### src/rtl/reset_seq_ctrl.sv
// Board-level reset sequencer.
// Synchronises the raw KEY buttons and the PLL lock flag, debounces the keys,
// holds every downstream domain in reset until the PLL is locked and a settle
// period has passed, then releases the domains one at a time (stage 0 first).
// Also drives a status LED (heartbeat once running, solid otherwise) and a
// single-cycle pulse for each accepted KEY[1] press.
module reset_seq_ctrl #(
  parameter int unsigned DEBOUNCE_CYC = 1000000,
  parameter int unsigned STRETCH_CYC  = 1024,
  parameter int unsigned STAGE_GAP    = 256,
  parameter int unsigned N_STAGES     = 3,
  parameter int unsigned HB_DIV       = 25000000
) (
  input  logic                clk,
  input  logic                rst_n,
  input  logic [1:0]          key,
  input  logic                pll_locked,
  output logic [N_STAGES-1:0] rst_out,
  output logic                sys_ready,
  output logic                status_led,
  output logic                key1_pulse
);

  // Counter widths: each counter only ever reaches its limit minus one.
  localparam int unsigned DB_W    = $clog2(DEBOUNCE_CYC) + 1;
  localparam int unsigned TMR_MAX = (STRETCH_CYC > STAGE_GAP) ? STRETCH_CYC : STAGE_GAP;
  localparam int unsigned TMR_W   = $clog2(TMR_MAX) + 1;
  localparam int unsigned HB_W    = $clog2(HB_DIV) + 1;

  localparam logic [DB_W-1:0]  DB_LAST      = DB_W'(DEBOUNCE_CYC - 1);
  localparam logic [TMR_W-1:0] STRETCH_LAST = TMR_W'(STRETCH_CYC - 1);
  localparam logic [TMR_W-1:0] GAP_LAST     = TMR_W'(STAGE_GAP - 1);
  localparam logic [HB_W-1:0]  HB_LAST      = HB_W'(HB_DIV - 1);

  // Reset pattern right after stage 0 releases; all zero when there is only
  // one stage, which sends the FSM straight to RUN.
  localparam logic [N_STAGES-1:0] FIRST_REL = ~N_STAGES'(1);

  typedef enum logic [2:0] {
    S_HOLD,
    S_LOCK,
    S_STRETCH,
    S_REL,
    S_RUN
  } state_t;

  state_t            state;
  logic [1:0]        key_meta;
  logic [1:0]        key_sync;
  logic              lock_meta;
  logic              lock_sync;
  logic [1:0]        key_acc;
  logic [DB_W-1:0]   db_cnt [2];
  logic [TMR_W-1:0]  tmr;
  logic [HB_W-1:0]   hb_cnt;
  logic              hb;
  logic              abort;
  logic [N_STAGES-1:0] rst_shift;

  // Two-flop synchronisers for the asynchronous board inputs.
  // NOTE: sequential state always uses non-blocking assignments so every flop
  // samples the pre-edge value of its neighbours, exactly like the hardware.
  always_ff @(posedge clk or negedge rst_n) begin
    if (!rst_n) begin
      key_meta  <= 2'b11;
      key_sync  <= 2'b11;
      lock_meta <= 1'b0;
      lock_sync <= 1'b0;
    end else begin
      key_meta  <= key;
      key_sync  <= key_meta;
      lock_meta <= pll_locked;
      lock_sync <= lock_meta;
    end
  end

  // Per-key debouncer: a new level is accepted only after it has differed
  // from the accepted level for DEBOUNCE_CYC consecutive cycles.
  // The KEY[1] press pulse rises on the same edge the press is accepted.
  always_ff @(posedge clk or negedge rst_n) begin
    if (!rst_n) begin
      // NOTE: this two-entry counter array is plain flops, so it is reset in
      // a loop like any other register; large RAM-style arrays would not be.
      for (int i = 0; i < 2; i++) begin
        db_cnt[i] <= '0;
      end
      key_acc    <= 2'b11;
      key1_pulse <= 1'b0;
    end else begin
      key1_pulse <= 1'b0;
      for (int i = 0; i < 2; i++) begin
        if (key_sync[i] == key_acc[i]) begin
          db_cnt[i] <= '0;
        end else if (db_cnt[i] == DB_LAST) begin
          db_cnt[i]  <= '0;
          key_acc[i] <= key_sync[i];
        end else begin
          db_cnt[i] <= db_cnt[i] + 1'b1;
        end
      end
      if (key_acc[1] && !key_sync[1] && (db_cnt[1] == DB_LAST)) begin
        key1_pulse <= 1'b1;
      end
    end
  end

  // Any active stage drops back to HOLD when KEY[0] is pressed or lock is lost.
  assign abort = !key_acc[0] || !lock_sync;

  // Releasing the next stage is a left shift: bits clear strictly in order
  // from stage 0 upwards, so a later stage can never release before an earlier one.
  assign rst_shift = rst_out << 1;

  // Sequencer FSM with registered reset and ready outputs.
  always_ff @(posedge clk or negedge rst_n) begin
    if (!rst_n) begin
      state     <= S_HOLD;
      rst_out   <= '1;
      sys_ready <= 1'b0;
      tmr       <= '0;
    end else begin
      case (state)
        S_HOLD: begin
          rst_out   <= '1;
          sys_ready <= 1'b0;
          tmr       <= '0;
          if (key_acc[0]) begin
            state <= S_LOCK;
          end
        end

        // Waiting for lock is not an abort; only a key press leaves here early.
        S_LOCK: begin
          tmr <= '0;
          if (!key_acc[0]) begin
            state <= S_HOLD;
          end else if (lock_sync) begin
            state <= S_STRETCH;
          end
        end

        S_STRETCH: begin
          if (abort) begin
            state     <= S_HOLD;
            rst_out   <= '1;
            sys_ready <= 1'b0;
            tmr       <= '0;
          end else if (tmr == STRETCH_LAST) begin
            tmr     <= '0;
            rst_out <= FIRST_REL;
            if (FIRST_REL == '0) begin
              state     <= S_RUN;
              sys_ready <= 1'b1;
            end else begin
              state <= S_REL;
            end
          end else begin
            tmr <= tmr + 1'b1;
          end
        end

        S_REL: begin
          if (abort) begin
            state     <= S_HOLD;
            rst_out   <= '1;
            sys_ready <= 1'b0;
            tmr       <= '0;
          end else if (tmr == GAP_LAST) begin
            tmr     <= '0;
            rst_out <= rst_shift;
            if (rst_shift == '0) begin
              state     <= S_RUN;
              sys_ready <= 1'b1;
            end
          end else begin
            tmr <= tmr + 1'b1;
          end
        end

        S_RUN: begin
          if (abort) begin
            state     <= S_HOLD;
            rst_out   <= '1;
            sys_ready <= 1'b0;
            tmr       <= '0;
          end else begin
            rst_out   <= '0;
            sys_ready <= 1'b1;
          end
        end

        default: begin
          state     <= S_HOLD;
          rst_out   <= '1;
          sys_ready <= 1'b0;
          tmr       <= '0;
        end
      endcase
    end
  end

  // Free-running heartbeat divider; only the board reset clears it.
  always_ff @(posedge clk or negedge rst_n) begin
    if (!rst_n) begin
      hb_cnt <= '0;
      hb     <= 1'b0;
    end else if (hb_cnt == HB_LAST) begin
      hb_cnt <= '0;
      hb     <= ~hb;
    end else begin
      hb_cnt <= hb_cnt + 1'b1;
    end
  end

  // LED blinks only while running; solid on otherwise so a stuck sequence is visible.
  assign status_led = (state == S_RUN) ? hb : 1'b1;

endmodule

### config.mk
export PLATFORM = sky130hd
export DESIGN_NAME = reset_seq_ctrl
export DESIGN_NICKNAME = d
export VERILOG_FILES = /design/src/rtl/reset_seq_ctrl.sv
export SDC_FILE = /design/constraint.sdc
export NUM_CORES = 1
export LEC_CHECK = 0
export CORE_ASPECT_RATIO = 1.1
export CORE_MARGIN = 2
export CORE_UTILIZATION = 50
export CTS_BUF_LIST = sky130_fd_sc_hd__clkbuf_16
export CTS_CLUSTER_DIAMETER = 100
export DETAILED_ROUTE_END_ITERATION = 7
export PLACE_DENSITY = 0.66
export SLEW_MARGIN = 15
export SYNTH_ARGS = -nofsm -noshare
export SYNTH_HDL_FRONTEND = slang
export SYNTH_SLANG_ARGS = --single-unit
### constraint.sdc
create_clock -name clk -period 2.7 [get_ports clk]
set_input_delay 0.675 -clock clk [delete_from_list [all_inputs] [get_ports clk]]
set_output_delay 0.675 -clock clk [all_outputs]
set_load 0.005 [all_outputs]
After elaboration in Yosys (flattened, before gate mapping)
Cells that the tools add are included.

operators by class
  $lt $le $gt $ge = 0
  equal/unequal tests = 18
  add/sub/neg operators = 4
  bitwise gates (word level) = 4
  multiply operators = 0
  multiplexer cells = 35
  shifts and indexed selects = 0
  reduce and logical (&&, ||, !) cells = 13
  divide/modulo/power cells = 0

operator list
  operator               number
  $mux 21                4
  $mux 11                5
  $add 21x1->21 const B  2
  $eq 21x20->1 const B   2
  $mux 3                 14
  $pmux 11 s3            1
  $add 26x1->26 const B  1
  $eq 26x25->1 const B   1
  $mux 26                1
  $pmux 3 s5             1
  $ne 3x3->1 const B     4
  $pmux 3 s4             1
  $add 11x1->11 const B  1
  $eq 11x10->1 const B   1
  $eq 11x8->1 const B    1
  $mux 1                 7
  $eq 3x2->1 const B     2
  $logic_not 3->1        2
  $ne 2x2->1 const B     3
  $reduce_and 6->1       1
  $not 1->1              4
  $pmux 1 s4             1
  $reduce_and 2->1       2
  $reduce_and 4->1       1
  other kinds (7)        11

storage, ports and cells
  memory bits (read-only) = 0
  bits in writable memories = 0
  output and inout port bits = 6
  memories = 0
  bits in latches = 0
  register bits after elaboration = 96

Logic depth before layout (Yosys ltp)
Gate-level depths: netlist of run 1.

  depth after elaboration = 5
  mapped depth = 6

Worst setup path before layout of run 1
OpenSTA, ideal clock, no wires.

  path type = register -> register
  start point = register db_cnt[21] in the netlist's numbering
  end point = register db_cnt[39] in the netlist's numbering
  stages on the path, launching flop included = 7
  data required time = 2,621 ps
  buffers on the path = 1
  setup slack = 769 ps
  library setup time = 79 ps
  clock period less this slack = 1,931 ps
  arrival time = 1,852 ps
  cells stage by stage = dfrtp_1 > ha_1 > nand2_1 > or4_1 > clkbuf_1 > or4_1 > a21oi_1

on the way
  word-level cells in the longest chain between the ends = 3
  elaborated cells on any way between the ends = 4

ends and longest elaborated chain
  what                                                  line    source
  start: declaration                                    53      logic [DB_W-1:0] db_cnt [2];
  start signal: indexed assignment                      98      db_cnt[i] <= db_cnt[i] + 1'b1;
  $add 21x1->21 / $eq 21x20->1 (equally long branches)  98, 94
  $mux 21 *                                             94      end else if (db_cnt[i] == DB_LAST) begin
  $mux 21 *                                             92      if (key_sync[i] == key_acc[i]) begin

Mark *: on every way between the ends. The rest lies on a longest branch, timed or not.
A chain may end at the register's enable or synchronous reset.

Worst setup path after layout of run 1
  start point = register state[0]
  end point = output port status_led

on the way
  word-level cells in the longest chain between the ends = 2

ends and longest elaborated chain
  what                      line  source
  start: declaration        47    state_t state;
  start signal: assignment  117   state <= S_HOLD;
  start signal: assignment  128   state <= S_LOCK;
  start signal: assignment  136   state <= S_HOLD;
  $eq 3x3->1                216   assign status_led = (state == S_RUN) ? hb : 1'b1;
  $mux 1                    216
  end: declaration          20    output logic status_led,

No other way between the ends.

==> results.cfg, run 1 <==
[detailed_routing]
routed_wl_um = 9230
vias = 3733
drtIter0Drc = 183
firstDrtPassIters = 4
vias_per_cell = 5.93
ant_nets = 0
drc = 0
wl_per_cell_um = 14.7

[cts]
post_cts_resized = 0
clkSinkCount = 96
holdBufCountCts = 0
cts_max_path_buffers = 2
clk_pin_slew_ps = 70
clkLatencyLatePin_ps = 340
cts_setup_buffers = 0
cts_tree = built
cts_root_buf = clkbuf_16
numCtsBuffers = 9
htree_levels = 3

[worst_setup_path]
crit_path_max_incr_delay_ps = 520
cp_slowest_cell = dfrtp_1
path_cells = nor3b_1 -> buf_4 -> nand2b_1 -> clkdlybuf4s50_1
reg2reg_to = state[1]$_DFFE_PN0P_
worst_setup_path_end_kind = output pin
path_max_fanout = 15
cp-start-kind = register
crit_required_ps = 2030
path_class = reg -> out
reg2reg_slack_ps = 470
reg2reg_from = state[0]$_DFFE_PN0P_
reg2regPathDepth = 4
crit_arrival_ps = 1750

[power]
power_leakage_uw = 0.00223
p_per_area_mw_per_mm2 = 512
irDropWorstVdd_mv = 0.340

[die]
core_sq_mm = 0.00940
die_h_um = 107
dieWidth_um = 97.9
ios = 11
die_area_sq_mm = 0.0105
initial_core_util_pct = 51.6
row_count = 37

[synthesis]
synth_compound_gate_area_share_pct = 11.5
syn_inst = 503
synth_area_leaders = dfrtp_1 45%, dfstp_2 4.9%, xor2_1 4.5%
syn_area_sq_mm = 0.00485
yosys.area_share.xor_xnor_pct = 7.05
syn_nets = 513
ys_warn_count = 0
synth.avg_cell_area_sq_um = 9.64
synthSimpleGateAreaFrac_pct = 25.2
synthMuxAreaShare_pct = 1.52
synth_adder_area_share_pct = 1.29
synth_area_leader_cell = dfrtp_1
ys_ff_latch = 96
seq_area_frac_synth_pct = 49.8
synthArstFlopShare_pct = 100
synth_cell_types = 56
synth_top_area_share_pct = 44.9
synth_edf_count = 0
synth_flop_cell = dfrtp_1
synth_top_family_by_area = simple AND/OR/NAND/NOR gates

[timing]
hold_viol_final = 0
slew_headroom_pct = 64.8
fmax_ghz = 0.413
finalCritPeriodShare_pct = 89.7
fin_crit_ps = 2420
grt_setup_unrepaired = false
finalSetupViolCount = 0
worstMarginPinSlew_ps = 528
fin_setup_tns_ps = 0
hold_ws_ps = 310
slew_viol_final = 0
fin_skew_ps = 10.0

[global_routing]
grt_use_total_pct = 19.1
grt_max_degree = 42
grt_pass1_wl_um = 16400
grt_pass1_vias = 3597
antenna_found_initial = 0
grt_overflow = 0

[run_status]
status = completed

[cells_and_area]
design_area_sq_mm = 0.00536
drive_gt1_share_pct = 9.38
syn2layout_area_growth_pct = 10.6
antenna_cells = 0
final_cell_mix = 87 x dfrtp_1, 46 x nor2_1, 31 x nand3_1, 27 x nand2_1, 27 x o21ai_0
num-nets-final = 517
final_common_cell = dfrtp_1

[place]
dpl-instance-area_sq_mm = 0.00508
port_buffers = 10
hpwl_um = 6360
gp_congestion = 0.838

[flow_run]
drv_cap = 0

[worst_hold_path]
hold_path.class = in -> async
[metal layers]
layer,share of wire [%],GRT usage (%),vias up
met5,0,0,-
met4,1.5,8.63,0
met3,2.6,2.99,10
met2,49,30.3,67
met1,47,25.9,1825
li1,-,-,1831
[layout make-up]
class / instances / area [sq um]
clock inverter: 7 / 57.6
tap: 117 / 146
fill: 804 / 4040
multi-input combinational: 361 / 2260
inverter: 20 / 75.1
clock buffer: 9 / 225
timing repair buffer: 19 / 178
sequential: 96 / 2410
[per-stage QoR]
step                power, uW  utilization (%)  setup slack, ps  instances
CTS                      2780             57.0              259        629
global route             2860             57.0              124        629
floorplan                1510                -              769        503
global placement         1560             54.0              571        613
finish                   2750             57.0              277        629
detailed placement       1560             54.0              494        613
[cells by family (layout without fill, tap and decap cells)]
group                    count (synthesis)  in the layout
adder cells (fa/ha/maj)                  5              5
AND/OR/NAND/NOR                        220            220
buffers and inverters                   46             55
AO/OA/AOI/OAI                           90             90
flip-flops                              96             96
XOR/XNOR                                39             39
multiplexers                             7              7
[worst max path at each step]
| stage | slack (ps) | start | to |
|---|---|---|---|
| finish | 280 | state[0]$_DFFE_PN0P_ | status_led |
| CTS | 260 | state[0]$_DFFE_PN0P_ | status_led |
| detailed placement | 490 | state[0]$_DFFE_PN0P_ | state[1]$_DFFE_PN0P_ |
| global route | 120 | state[0]$_DFFE_PN0P_ | status_led |
| global placement | 570 | state[0]$_DFFE_PN0P_ | state[1]$_DFFE_PN0P_ |
| floorplan | 770 | db_cnt[21]$_DFF_PN0_ | db_cnt[39]$_DFF_PN0_ |
[registers in the layout, summed over array words and instances (netlist names)]
signal	count
db_cnt	42
hb	1
hb_cnt	26
key1_pulse	1
key_acc	2
key_meta	2
key_sync	2
lock_meta	1
lock_sync	1
rst_out	3
state	3
sys_ready	1
tmr	11
[critical path, delay by kind of cell, from the launching register on]
| kind | cells | cell delay (ps) |
|---|---|---|
| AND/OR/NAND/NOR | 2 | 290 |
| buffers and inverters | 2 | 600 |
| flip-flops | 1 | 520 |
[power breakdown]
part           switching [uW]  leakage (uW)  internal [uW]
clock                     508      0.000147            703
combinational            49.4      0.000797           21.1
sequential               11.2       0.00129           1450
[synthesized netlist by cell type, drive strengths merged, types with 3 or more instances]
cell	count
a21oi	27
a31oi	9
and2	3
and3	12
and4	6
buf	4
clkbuf	22
dfrtp	87
dfstp	9
ha	5
inv	20
mux2	3
mux2i	4
nand2	27
nand2b	3
nand3	32
nand3b	4
nand4	23
nor2	46
nor3	12
nor4	7
nor4b	4
o21ai	27
o22ai	3
o31ai	9
o41ai	3
or2	3
or3	16
or4	13
xnor2	14
xor2	25
No activity file was read; power rests on OpenSTA's default activity.
==> run 2, diff against run 1 <==
Clock period 2.7 ns to 2.36 ns, I/O delays scaled along.
==> run 2 against run 1 <==
Compared with the run above: critical path depth shrank 1; design area is 0.49% higher; combinational power increased by 10%; worst setup slack worse by 97 ps; sequential power is 14% higher; wire length increased by 0.51%; critical path type unchanged; highest routed layer unchanged.
==> results.cfg, run 2 (same netlist as run 1, synthesis figures left out) <==
[cells_and_area]
fill_cells = 828
largestRegisters = db_cnt (42), hb_cnt (26), tmr (11)
regArea_sq_mm = 0.00241
multi_input_area_sq_mm = 0.00227
num-nets-final = 519
antenna_cells = 0
largest_reg_flops = 42
final_common_cell = dfrtp_1
drive_gt1_share_pct = 10.1
final_cell_mix = 87 x dfrtp_1, 46 x nor2_1, 31 x nand3_1, 27 x nand2_1, 27 x o21ai_0
largest-register = db_cnt
syn2layout_area_growth_pct = 11.1

[worst_setup_path]
crit_path_max_incr_delay_ps = 480
path_class = reg -> out
crit_arrival_ps = 1590
worst_setup_path_end_kind = output pin
cp-start-kind = register
cp_slowest_cell = dfrtp_1
path_cells = nor3b_2 -> nand2b_1 -> clkdlybuf4s50_1
crit_required_ps = 1770
path_max_fanout = 9

[timing]
fmax_ghz = 0.459
fin_setup_tns_ps = 0
hold_ws_ps = 283
finalSetupViolCount = 0
finalCritPeriodShare_pct = 92.4
slew_viol_final = 0
worst_slack_ps = 180
grt_setup_unrepaired = false
worstMarginPinSlew_ps = 521
fin_crit_ps = 2180
fin_skew_ps = 9.81
hold_viol_final = 0
slew_headroom_pct = 65.0

[detailed_routing]
wl_per_cell_um = 14.7
firstDrtPassIters = 4
vias = 3745
drc = 0
drtIter0Drc = 175
routed_wl_um = 9280
ant_nets = 0
vias_per_cell = 5.94

[global_routing]
antenna_found_initial = 0
grt_use_total_pct = 18.8
grt_max_degree = 97
globalRouteMet3Util_pct = 2.60
grtUsageMet2_pct = 31.3
grt_pass1_wl_um = 16400
grt.busiest_layer = met2
grt_use_met1_pct = 25.3
grt_overflow = 0
grt_pass1_vias = 3556

[cts]
numCtsBuffers = 9
cts_tree = built
cts_setup_buffers = 0
clk_pin_slew_ps = 70
clkLatencyLatePin_ps = 340
holdBufCountCts = 0
cts_max_path_buffers = 2
cts_root_buf = clkbuf_16
clkSinkCount = 96
htree_levels = 3

[place]
hpwl_um = 6180
gp_congestion = 0.824
post-place-ws_ps = 309
port_buffers = 10

[die]
core_sq_mm = 0.00940
ios = 11
die_h_um = 107
die_area_sq_mm = 0.0105
initial_core_util_pct = 51.6
row_count = 37
dieWidth_um = 97.9

[flow_run]
drv_cap = 0

[power]
p_per_area_mw_per_mm2 = 589
irDropWorstVdd_mv = 0.318
power_leakage_uw = 0.00224

[worst_hold_path]
hold_path.class = in -> async

[run_status]
status = completed
[run 2: changes by cell type in the layout (fill, tap and decap cells not counted)]
cell / before / now
nor3b_2: 0 / 1
clkinv_1: 1 / 2
nor3b_1: 2 / 1
clkinv_4: 0 / 2
clkinvlp_4: 1 / 0
buf_4: 9 / 11
inv_1: 23 / 21
[run 2: metrics by stage]
step / power [uW] / area [sq um] / instances / utilization (%)
2_1_floorplan: 1730 / 4850 / 503 / -
3_3_place_gp: 1780 / 5090 / 615 / 54.2
3_5_place_dp: 1790 / 5090 / 615 / 54.2
4_1_cts: 3210 / 5380 / 631 / 57.3
5_1_grt: 3290 / 5390 / 631 / 57.3
6_report: 3170 / 5390 / 631 / 57.3
[run 2: worst max-delay path: cells and delay by family (launching register included)]
kind                   cells  cell delay, ps
AND/OR/NAND/NOR            2             330
flip-flops                 1             480
buffers and inverters      1             440
[run 2: area by class of cell]
type                       count  share of cell area (%)
sequential                    96                    44.8
multi-input combinational    361                    42.1
clock buffer                   9                    4.18
timing repair buffer          21                    3.58
tap                          117                    2.72
inverter                      20                    1.39
clock inverter                 7                    1.18
[run 2: metal layers]
layer	vias to the layer above	wire length, um
met1	1837	4350
met5	-	0
met4	0	150
met3	13	242
met2	51	4530
li1	1844	-
[run 2: report_power, final]
group          total (uW)  switching, uW  internal [uW]  leakage (uW)
registers            1670           12.5           1660       0.00129
logic                77.7           54.7           23.0      0.000812
clock network        1420            606            812      0.000146
total                3170            673           2500       0.00224
[run 2: timing repair]
action                                 CTS  global route
resized for setup                        0             1
endpoints found under the hold margin    0             0
setup endpoints to repair                0             1
[run 2: final timing paths]
kind | from | endpoint | slack (ps) | cells past startpoint
worst max register to register | db_cnt[21]$_DFF_PN0_ | db_cnt[41]$_DFF_PN0_ | 260 | 5
worst min-delay path | rst_n | db_cnt[38]$_DFF_PN0_ | 280 | 2
worst max-delay path | state[2]$_DFFE_PN0P_ | status_led | 180 | 3
worst min register to register | lock_meta$_DFF_PN0_ | lock_sync$_DFF_PN0_ | 350 | 0
min in group clk | lock_meta$_DFF_PN0_ | lock_sync$_DFF_PN0_ | 350 | 0
max in group asynchronous | rst_n | key_meta[0]$_DFF_PN1_ | 1670 | 2
